`src/rtl/grn_pkg.sv`:
```
// ----------------------------------------------------------------------------
// grn_pkg : shared helpers and legality checks for GRN nodes.  Rev 1.0
// ----------------------------------------------------------------------------
`default_nettype none

package grn_pkg;

  localparam int MAX_NIN   = 6;
  localparam int MAX_DELAY = 255;

  function automatic int clog2(input int v);
    int r;
    int x;
    r = 0;
    x = v - 1;
    while (x > 0) begin
      r = r + 1;
      x = x >> 1;
    end
    return r;
  endfunction

  // A zero-width divider is not representable, so DELAY=0 still gets one bit.
  function automatic int div_width(input int delay);
    int w;
    w = clog2(delay + 1);
    return (w < 1) ? 1 : w;
  endfunction

  function automatic bit params_ok(input int nch, input int nin, input int delay,
                                   input int cntw);
    return (nch >= 1) && (nin >= 1) && (nin <= MAX_NIN) &&
           (delay >= 0) && (delay <= MAX_DELAY) && (cntw >= 1);
  endfunction

endpackage

`default_nettype wire

```
`src/rtl/grn_node_ch.sv`:
```
// ----------------------------------------------------------------------------
// grn_node_ch : one GRN node channel (state, divider, upd/changed, counter). Rev 1.0
// ----------------------------------------------------------------------------
`default_nettype none

module grn_node_ch
  import grn_pkg::*;
#(
  parameter int                NIN   = 2,
  parameter logic [2**NIN-1:0] FUNC  = 4'b1000,
  parameter int                DELAY = 1,
  parameter int                CNTW  = 8
) (
  input  logic            clk,
  input  logic            rst_n,
  input  logic            reset_nos,
  input  logic            init_state,
  input  logic            start,
  input  logic [NIN-1:0]  in_bits,
  output logic            state,
  output logic            upd,
  output logic            changed,
  output logic [CNTW-1:0] chg_cnt
);

  localparam int DW = div_width(DELAY);

  logic [DW-1:0] r_cnt;
  logic          w_nxt;
  logic          w_diff;

  assign w_nxt  = FUNC[in_bits];
  assign w_diff = w_nxt ^ state;

  // w_nxt is only consumed in evaluating cycles, so X on in_bits elsewhere is harmless.
  always_ff @(posedge clk or negedge rst_n) begin
    if (!rst_n) begin
      state   <= 1'b0;
      upd     <= 1'b0;
      changed <= 1'b0;
      chg_cnt <= '0;
      r_cnt   <= '0;
    end else if (reset_nos) begin
      state   <= init_state;
      upd     <= 1'b0;
      changed <= 1'b0;
      chg_cnt <= '0;
      r_cnt   <= '0;
    end else if (start) begin
      if (r_cnt == '0) begin
        state   <= w_nxt;
        upd     <= 1'b1;
        changed <= w_diff;
        r_cnt   <= DW'(DELAY);
        if (w_diff && (chg_cnt != {CNTW{1'b1}})) begin
          chg_cnt <= chg_cnt + 1'b1;
        end
      end else begin
        upd   <= 1'b0;
        r_cnt <= r_cnt - 1'b1;
      end
    end else begin
      upd <= 1'b0;
    end
  end

endmodule

`default_nettype wire

```
`src/rtl/grn_node_multi.sv`:
```
// ----------------------------------------------------------------------------
// grn_node_multi : multi-channel Boolean GRN node, one channel per state copy. Rev 1.0
// ----------------------------------------------------------------------------
`default_nettype none

module grn_node_multi
  import grn_pkg::*;
#(
  parameter int                NCH   = 2,
  parameter int                NIN   = 2,
  parameter logic [2**NIN-1:0] FUNC  = 4'b1000,
  parameter int                DELAY = 1,
  parameter int                CNTW  = 8
) (
  input  logic                clk,
  input  logic                rst_n,
  input  logic                reset_nos,
  input  logic [NCH-1:0]      init_state,
  input  logic [NCH-1:0]      start,
  input  logic [NCH*NIN-1:0]  in_bits,
  output logic [NCH-1:0]      state,
  output logic [NCH-1:0]      upd,
  output logic [NCH-1:0]      changed,
  output logic [NCH*CNTW-1:0] chg_cnt
);

  if (!params_ok(NCH, NIN, DELAY, CNTW)) begin : g_bad_params
    $error("grn_node_multi: illegal NCH/NIN/DELAY/CNTW parameter combination");
  end

  for (genvar c = 0; c < NCH; c++) begin : g_ch
    grn_node_ch #(
      .NIN   (NIN),
      .FUNC  (FUNC),
      .DELAY (DELAY),
      .CNTW  (CNTW)
    ) u_ch (
      .clk        (clk),
      .rst_n      (rst_n),
      .reset_nos  (reset_nos),
      .init_state (init_state[c]),
      .start      (start[c]),
      .in_bits    (in_bits[c*NIN +: NIN]),
      .state      (state[c]),
      .upd        (upd[c]),
      .changed    (changed[c]),
      .chg_cnt    (chg_cnt[c*CNTW +: CNTW])
    );
  end

endmodule

`default_nettype wire

```
`config.mk`:
```
export PLATFORM = sky130hd
export DESIGN_NAME = grn_node_multi
export DESIGN_NICKNAME = d
export VERILOG_FILES = /design/src/rtl/grn_pkg.sv /design/src/rtl/grn_node_ch.sv /design/src/rtl/grn_node_multi.sv
export SDC_FILE = /design/constraint.sdc
export NUM_CORES = 1
export LEC_CHECK = 0
export CAP_MARGIN = 20
export CORE_MARGIN = 1.5
export CORE_UTILIZATION = 30
export CTS_CLUSTER_DIAMETER = 40
export DETAILED_ROUTE_END_ITERATION = 8
export HOLD_SLACK_MARGIN = 0.02
export PLACE_DENSITY = 0.6
export SYNTH_ARGS = -nofsm -noshare
export SYNTH_HDL_FRONTEND = slang
export SYNTH_SLANG_ARGS = --single-unit
```
`constraint.sdc`:
```
create_clock -name clk -period 2.1 [get_ports clk]
set_clock_uncertainty 0.2 [all_clocks]
set_input_delay 0.42 -clock clk [delete_from_list [all_inputs] [get_ports clk]]
set_output_delay 0.42 -clock clk [all_outputs]
set_load 0.01 [all_outputs]
```
Word level (Yosys, flattened, before mapping)
Cells that the tools add are included.
{ "op_classes": {"magnitude_cmp": 2, "n_bitwise": 2, "eq_ne": 4, "n_reduce_logical": 10, "muxes": 36, "n_addsub": 4} }
{ "op_table": {"columns": ["operator", "n"], "rows": [
  ["8-bit 2-to-1 mux", 8],
  ["1-bit 2-to-1 mux", 26],
  ["8-bit by 1-bit adder with 8-bit output (second input constant)", 2],
  ["8-bit != test (second input constant)", 2],
  ["2-bit nonzero test", 4],
  ["2-bit by 3-bit < comparator with 1-bit output (second input constant)", 2],
  ["3-bit AND reduction", 2],
  ["1-bit binary-select mux with 2-bit select", 2],
  ["2-bit != test (second input constant)", 2],
  ["2-bit AND reduction", 2],
  ["1-bit logical AND", 2],
  ["1-bit subtractor (second input constant)", 2],
  ["1-bit bitwise XOR", 2]
]} }
{ "word_totals": {"regBits": 24, "in_bits": 11} }

Longest topological paths before layout
Gate-level depths: netlist (run 1).
{ "depth": {"word_depth": 8, "ltp_mapped": 5, "mapped_depth_nobuf": 5} }

Modules after synthesis
A second synthesis (run 1) with hierarchy kept.
{ "unflattened": {"hier_cells": 134, "hier_area_um2": 1258.7} }
{ "modules_own_cells": {"columns": ["module", "area_each_um2", "cells_each", "n_inst"], "rows": [
  ["grn_node_ch", 629.4, 67, 2]
]} }

Worst setup path before layout (run 1)
OpenSTA, ideal clock, no wires.
{ "synth_timing": {"path_kind": "input -> register", "start": "input in_bits[0]", "end": "register g_ch[0].u_ch.chg_cnt[0]", "setup_ns": 0.128, "t_required_ns": 1.772, "path_slack_ns": 0.317, "t_arrival_ns": 1.456, "stages": 4, "path_cell_list": "a21bo_2 > a21oi_2 > a21boi_1 > mux2_1"} }
{ "synth_between": {"elab_chain_len": 6} }
{ "synth_lines": {"columns": ["item", "line_no", "text"], "rows": [
  ["start: declaration", "grn_node_multi.sv:20", "input logic [NCH*NIN-1:0] in_bits,"],
  ["1-bit binary-select mux with 2-bit select", "grn_node_ch.sv:32", "assign w_nxt = FUNC[in_bits];"],
  ["1-bit 2-to-1 mux (implied by the code)", "grn_node_ch.sv:32", null],
  ["1-bit bitwise XOR", "grn_node_ch.sv:33", "assign w_diff = w_nxt ^ state;"],
  ["1-bit logical AND", "grn_node_ch.sv:55", "if (w_diff && (chg_cnt != {CNTW{1'b1}})) begin"],
  ["2-bit nonzero test (no source line)", null, null],
  ["3-bit AND reduction (no source line)", null, null],
  ["end signal: assignment", "grn_node_ch.sv:56", "chg_cnt <= chg_cnt + 1'b1;"],
  ["end: declaration", "grn_node_ch.sv:23", "output logic [CNTW-1:0] chg_cnt"]
]} }
Every way passes these cells. The select of a mux whose other input is x is not followed.
A chain may end at the register's enable or synchronous reset.

Final worst setup path (run 1)
{ "layout_timing": {"start": "input in_bits[2]", "end": "register g_ch[1].u_ch.chg_cnt[3]"} }
{ "layout_between": {"elab_chain_len": 6} }
{ "layout_lines": {"columns": ["item", "line_no"], "rows": [
  ["1-bit binary-select mux with 2-bit select", "grn_node_ch.sv:32"],
  ["1-bit 2-to-1 mux (implied by the code)", "grn_node_ch.sv:32"],
  ["1-bit bitwise XOR", "grn_node_ch.sv:33"],
  ["1-bit logical AND", "grn_node_ch.sv:55"],
  ["2-bit nonzero test (no source line)", null],
  ["3-bit AND reduction (no source line)", null],
  ["end signal: assignment", "grn_node_ch.sv:56"],
  ["end: declaration", "grn_node_ch.sv:23"]
]} }
Every way passes these cells. The select of a mux whose other input is x is not followed.

==> summary.md, run 1 <==
| Metric | Value |
|---|---|
| Setup TNS Final | 0 ps |
| Post-synthesis cell area | ~1300 µm² |
| Placed cells | 223 |
| # rows | 23 |
| P_leak | 0.738 nW |
| Setup crit start kind | input port |
| Pwr/cell area | between 500 and 600 nW/µm² |
| Status | finished, final reports clean |
| N_diodes | 0 |
| Die width | 69.2 µm |
| Via/cell ratio | ~5.2 |
| Synth area leader | dfrtp_1 |
| Synth top area cells | dfrtp_1, a21oi_1, nor2_1 |
| Hold_ws | roughly 320 ps |
| Die H | 69.2 µm |
| Starting Density | 0.319 |
| Final Hold Fails | 0 |
| Clock power share | 0.327 |
| CP max FO | 7 |
| Largest net degree at the start of global routing | 34 |
| Worst Hold Class | input port to asynchronous set/reset pin |
| Slew Limit Headroom | 0.781 |
| Register area share after synthesis | 0.457 |
| Clock slew at reported path FFs | 90 ps |
| Reg power frac | 0.510 |
| Critical Path AT | around 2100 ps |
| Distinct cells, synth | 38 |
| Gr ovfl total | 0 |
| CP required | 2100 ps |
| Pwr Total | 958 µW |
| RSZ-0062 raised after global routing | no |
| Routed Antenna Nets | 0 |
| Storage cell area | 601 µm² |
| Root buf cell | clkbuf_8 |
| # clock sinks | 24 |
| Die area | 4790 µm² |
| Critical Path Sink Type | flop |
| Initial antenna violation count | 0 |
| Max Cap Violations | 0 |
| F_max | 0.487 GHz |
| Vias in the first global route | approximately 1,100 |
| Core Util, Final | 0.440 |
| Core area | 4120 µm² |
| CTS tree | built |
| Total track usage | 0.129 |
| First-pass GRT wire length | roughly 5000 µm |
| Fin crit share | 0.978 |
| Commonest non-fill, non-tap cell in the layout | clkdlybuf4s50_1 |
| Routability cong. | 0.868 |
| Layout cells sized above 1 | 0.136 |
| Nets | 191 |
| FF+latch count, synth | 24 |
| DR DRC count | 0 |
| Net switching power | between 200 and 250 µW |
| P_int | 730 µW |
| Detailed Route Iter0 Violations | 43 |
| Average wire per standard cell | roughly 13 µm |
| Inserted Clock Buffers | 3 |
| Post-route non-filler standard cell count | 227 |
| Combinational Power Share | 0.163 |
| IO Pins | 33 |
| Sw Ratio | 0.238 |
| Total of fill cells in the finished design | approximately 410 |
| Setup Crit Path Kind | input port to flop |
| Slew @ Worst Pin | approximately 330 ps |
| Most frequent cells in the layout | clkdlybuf4s50_1, dfrtp_1, nor2_1, a21oi_1, buf_4 |
| Syn_area_per_cell | 9.52 µm² |
| Area occupied by multi-input gates | 659 µm² |
| Slew Limit Fails | 0 |
| Syn. warnings | 0 |
| Number of port buffers | 32 |
| Syn_nets | 151 |
| Drt total wl | 3060 µm |
| Post-synth top area share | 0.457 |
| Clk buf depth | 2 |
| Via count | 1,172 |
| HPWL after DPL | 2190 µm |
| CTS H-tree lvls | 1 |
| Period minus WS final | 2050 ps |
| Cell count after synthesis | ~140 |
| Setup-failing EPs final | 0 |
| TritonRoute pass-1 iters | 4 |
| Layout area overhead | 37.9% |
| # hold bufs at CTS | 0 |
| Maximum vdd ir drop | about 210 µV |
| Skew-Pair Late Insertion Delay | 260 ps |
[critical path, stage by stage]
cell and delay, ps:
clkdlybuf4s50_1 450, a21bo_2 260, a21o_4 240, or4_1 530
a21oi_2 150
[state kept, by name, summed over array words and instances, names as in the netlist]
register,cells
g_ch.u_ch.state,2
g_ch.u_ch.r_cnt,2
g_ch.u_ch.chg_cnt,16
g_ch.u_ch.upd,2
g_ch.u_ch.changed,2
[cell usage after synthesis (all sizes together)]
cell type and number:
a2111oi 1, a211oi 2, a21bo 2, a21boi 1, a21o 1, a21oi 14, a311oi 1, a31oi 2
a41oi 1, and2 2, and3 1, and4 2, and4b 1, buf 7, clkbuf 3, dfrtp 24
ha 2, inv 1, mux2 5, mux2i 3, nand2 9, nand2b 8, nand3 4, nand3b 2
nand4 5, nor2 15, nor2b 5, nor3 3, nor4b 1, o21ai 5, o21bai 1, o31ai 1
or2 1, or3 1, or4 1
[final cells by class]
cell class / instances / share of cell area
flip-flops and latches: 24 / 0.331
inverters: 1 / 0.00207
well taps: 50 / 0.0345
repair buffers: 45 / 0.238
multi-input cells: 103 / 0.364
clock buffers: 4 / 0.0304
[through the flow]
| step | setup WS [ps] | instance area [µm²] |
|---|---|---|
| 2_1_floorplan | 317 | 1310 |
| 3_3_place_gp | -134 | 1750 |
| 3_5_place_dp | -215 | 1750 |
| 4_1_cts | 64.4 | 1800 |
| 5_1_grt | 7.68 | 1810 |
| 6_report | 46.4 | 1810 |
[kinds of logic after synthesis]
logic type / Yosys count / share of synthesized area
simple gates: 61 / 0.250
buf+inv: 11 / 0.0495
fa+ha+maj: 2 / 0.0190
flops: 24 / 0.457
compound gates: 32 / 0.159
mux: 8 / 0.0657
[per-layer routing]
metal | vias up | routed length [µm] | global-route usage
met1 | 566 | 1480 | 0.173
met4 | 0 | 31 | 0.0458
met3 | 4 | 143 | 0.0262
li1 | 573 | - | -
met5 | - | 0 | 0
met2 | 29 | 1400 | 0.208
[timing repair]
| item | CTS | global route |
|---|---|---|
| endpoints found under the setup margin | 0 | 1 |
| gates resized for setup | 0 | 2 |
| buffers inserted | 0 | 0 |
[final timing paths]
check	from	endpoint	slack (ps)	cells past startpoint
min in group clk	g_ch[1].u_ch.changed	g_ch[1].u_ch.changed	320	2
max in group asynchronous	rst_n	g_ch[0].u_ch.chg_cnt[1]	1140	2
worst max-delay path	in_bits[2]	g_ch[1].u_ch.chg_cnt[3]	50	5
worst min register to register	g_ch[1].u_ch.changed	g_ch[1].u_ch.changed	320	2
worst max register to register	g_ch[1].u_ch.state	g_ch[1].u_ch.chg_cnt[3]	230	4
worst min-delay path	rst_n	g_ch[0].u_ch.r_cnt	320	2
[power groups by stage]
stage	Clock, mW	Sequential (mW)	Combinational [mW]
2_1_floorplan	0	0.497	0.0733
3_3_place_gp	0	0.497	0.151
3_5_place_dp	0	0.498	0.155
4_1_cts	0.331	0.489	0.156
5_1_grt	0.348	0.491	0.170
6_report	0.313	0.489	0.156
Power figures use the tool's default switching activity.
==> inputs of run 2 (changes only) <==
- SLEW_MARGIN: not set -> 20
==> results of run 2 <==
The final DEF is identical to that of run 1; final timing and power are the same.
==> inputs of run 3 (changes only) <==
- CAP_MARGIN: 20 -> not set
- GPL_TIMING_DRIVEN: not set -> 0
==> run 3 against run 2 <==
- sequential share of layout area grew 0.14 points
- hold slack better by 11 ps
- fmax rose by 1.8%
- largest power group unchanged
- total power up 9.4%
- core utilization down 0.18 points
- highest routed layer unchanged
- non-clock buffer count fell by 1
- sequential cell count did not move
==> summary.md, run 3 (synthesized netlist as in run 1, its figures left out) <==
| Metric | Value |
|---|---|
| Net switching power | 235 µW (+3.4%) |
| Slew Limit Headroom | 0.634 (-0.147) |
| CP required | 2040 ps (-60 ps) |
| Largest net degree at the start of global routing | 25 (-26%) |
| Die H | 69.2 µm (unchanged) |
| Largest register FFs | 16 (unchanged) |
| Die width | 69.2 µm (unchanged) |
| CTS tree | built |
| Clock slew at reported path FFs | 90 ps (about the same) |
| Slew Limit Fails | 0 (unchanged) |
| # rows | 23 (unchanged) |
| Status | finished, final reports clean |
| Skew-Pair Late Insertion Delay | 270 ps (about the same) |
| P_int | 812 µW (+11%) |
| Starting Density | 0.319 (unchanged) |
| Setup Crit Path Kind | input port to flop |
| # clock sinks | 24 (unchanged) |
| Nets | 190 (-0.52%) |
| Layout cells sized above 1 | 0.119 (-0.0163) |
| Critical Path Sink Type | flop |
| Layout area overhead | 37.3% |
| Number of port buffers | 32 (unchanged) |
| Post-route non-filler standard cell count | 226 (-0.44%) |
| Root buf cell | clkbuf_8 |
| Total of fill cells in the finished design | 405 (unchanged) |
| Core Util, Final | 0.438 (-0.00182) |
| Vias in the first global route | 1,119 (-1.8%) |
| Setup TNS Final | 0 ps (unchanged) |
| Critical Path AT | 1950 ps (-100 ps) |
| Via/cell ratio | 5.10 (-1.2%) |
| Gr ovfl total | 0 (unchanged) |
| TritonRoute pass-1 iters | 4 (unchanged) |
| Most flops, register | g_ch.u_ch.chg_cnt |
| Clock power share | 0.389 (+0.062) |
| Die area | 4790 µm² (unchanged) |
| Pwr Total | 1.05 mW (+9.4%) |
| Inserted Clock Buffers | 3 (unchanged) |
| Place WS | -317 ps (-102 ps) |
| RSZ-0062 raised after global routing | yes |
| Placed cells | 220 (-1.3%) |
| N_diodes | 0 (unchanged) |
| Post-route cell area | 1800 µm² (-0.41%) |
| Routed Antenna Nets | 0 (unchanged) |
| Maximum vdd ir drop | 221 µV (+4.5%) |
| Reg power frac | 0.467 (-0.043) |
| Routability cong. | 0.840 (-3.3%) |
| Max Cap Violations | 0 (unchanged) |
| Storage cell area | 601 µm² (unchanged) |
| Area after DPL | 1690 µm² (-3.1%) |
| HPWL after DPL | 2210 µm (+0.67%) |
| Setup-failing EPs final | 0 (unchanged) |
| Fin crit share | 0.961 (-0.0174) |
| Slew @ Worst Pin | 549 ps (+223 ps) |
| Period minus WS final | 2020 ps (-36.5 ps) |
| IO Pins | 33 (unchanged) |
| Pwr/cell area | 580 nW/µm² (+9.8%) |
| Via count | 1,153 (-1.6%) |
| CP max FO | 3 (-4) |
| Sw Ratio | 0.225 (-0.0130) |
| Total track usage | 0.125 (-0.00441) |
| P_leak | 0.724 nW (-1.8%) |
| Most frequent cells in the layout | clkdlybuf4s50_1, dfrtp_1, nor2_1, a21oi_1, nand2_1 |
| Average wire per standard cell | 13.3 µm (-1.3%) |
| Worst Hold Class | flop to flop |
| F_max | 0.496 GHz (+1.8%) |
| Drt total wl | 3000 µm (-1.7%) |
| Area occupied by multi-input gates | 672 µm² (+1.9%) |
| First-pass GRT wire length | 5060 µm (-1.7%) |
| Combinational Power Share | 0.144 (-0.019) |
| DR DRC count | 0 (unchanged) |
| PnR worst setup slack | 82.9 ps (+36.5 ps) |
| CTS H-tree lvls | 1 (unchanged) |
| Core area | 4120 µm² (unchanged) |
| Setup crit start kind | input port |
| Detailed Route Iter0 Violations | 24 (-44%) |
| Clk buf depth | 2 (unchanged) |
| Hold_ws | 328 ps (+10.8 ps) |
| Final Hold Fails | 0 (unchanged) |
| Initial antenna violation count | 0 (unchanged) |
| Commonest non-fill, non-tap cell in the layout | clkdlybuf4s50_1 |
run 3: cell types whose count changed in the layout (fill, tap and decap cells not counted), moves of 2 or more:
cell / delta
a21oi_2: -2
buf_2: +2
buf_4: -5
clkbuf_1: +3
run 3: path summary, 6_finish.rpt:
path                                            from                       to  slack, ps  depth (start not counted)
worst max-delay path                      in_bits[3]  g_ch[1].u_ch.chg_cnt[7]         80                          5
worst min-delay path            g_ch[0].u_ch.changed     g_ch[0].u_ch.changed        330                          2
min in group asynchronous                      rst_n         g_ch[0].u_ch.upd        470                          2
worst min register to register  g_ch[0].u_ch.changed     g_ch[0].u_ch.changed        330                          2
worst max register to register    g_ch[1].u_ch.state  g_ch[1].u_ch.chg_cnt[7]        260                          4
max in group asynchronous                      rst_n  g_ch[1].u_ch.chg_cnt[2]        860                          2
run 3: per-layer routing:
metal | vias up | part of all wire | global-route usage
met3 | 4 | 0.040 | 0.0203
met1 | 546 | 0.50 | 0.170
met5 | - | 0 | 0
met2 | 32 | 0.45 | 0.203
met4 | 0 | 0.010 | 0.0392
li1 | 571 | - | -
run 3: cell type report:
type / count / area share
clock buffer: 3 / 0.0229
tap: 50 / 0.0347
inverter: 1 / 0.00208
buffer: 10 / 0.0340
timing repair buffer: 34 / 0.184
multi-input combinational: 103 / 0.372
sequential: 24 / 0.333
clock inverter: 1 / 0.0166
run 3: worst max-delay path, cell delays in order:
cell and delay, ps:
clkdlybuf4s50_1 500, nand3b_1 170, a2111oi_2 550, and4_1 260, nor3_1 40
run 3: repair_timing:
item,in CTS,in global routing
endpoints found under the hold margin,24,0
gates resized for setup,2,2
hold buffers,1,0
pin swaps,0,2
buffers inserted,0,1
endpoints found under the setup margin,2,3
run 3: power by group through the flow:
| stage | Clock, mW | Sequential [mW] | Combinational [mW] |
|---|---|---|---|
| 6_report | 0.408 | 0.489 | 0.151 |
| 5_1_grt | 0.439 | 0.492 | 0.165 |
| 2_1_floorplan | 0 | 0.497 | 0.0733 |
| 4_1_cts | 0.415 | 0.489 | 0.149 |
| 3_5_place_dp | 0 | 0.498 | 0.144 |
| 3_3_place_gp | 0 | 0.497 | 0.142 |
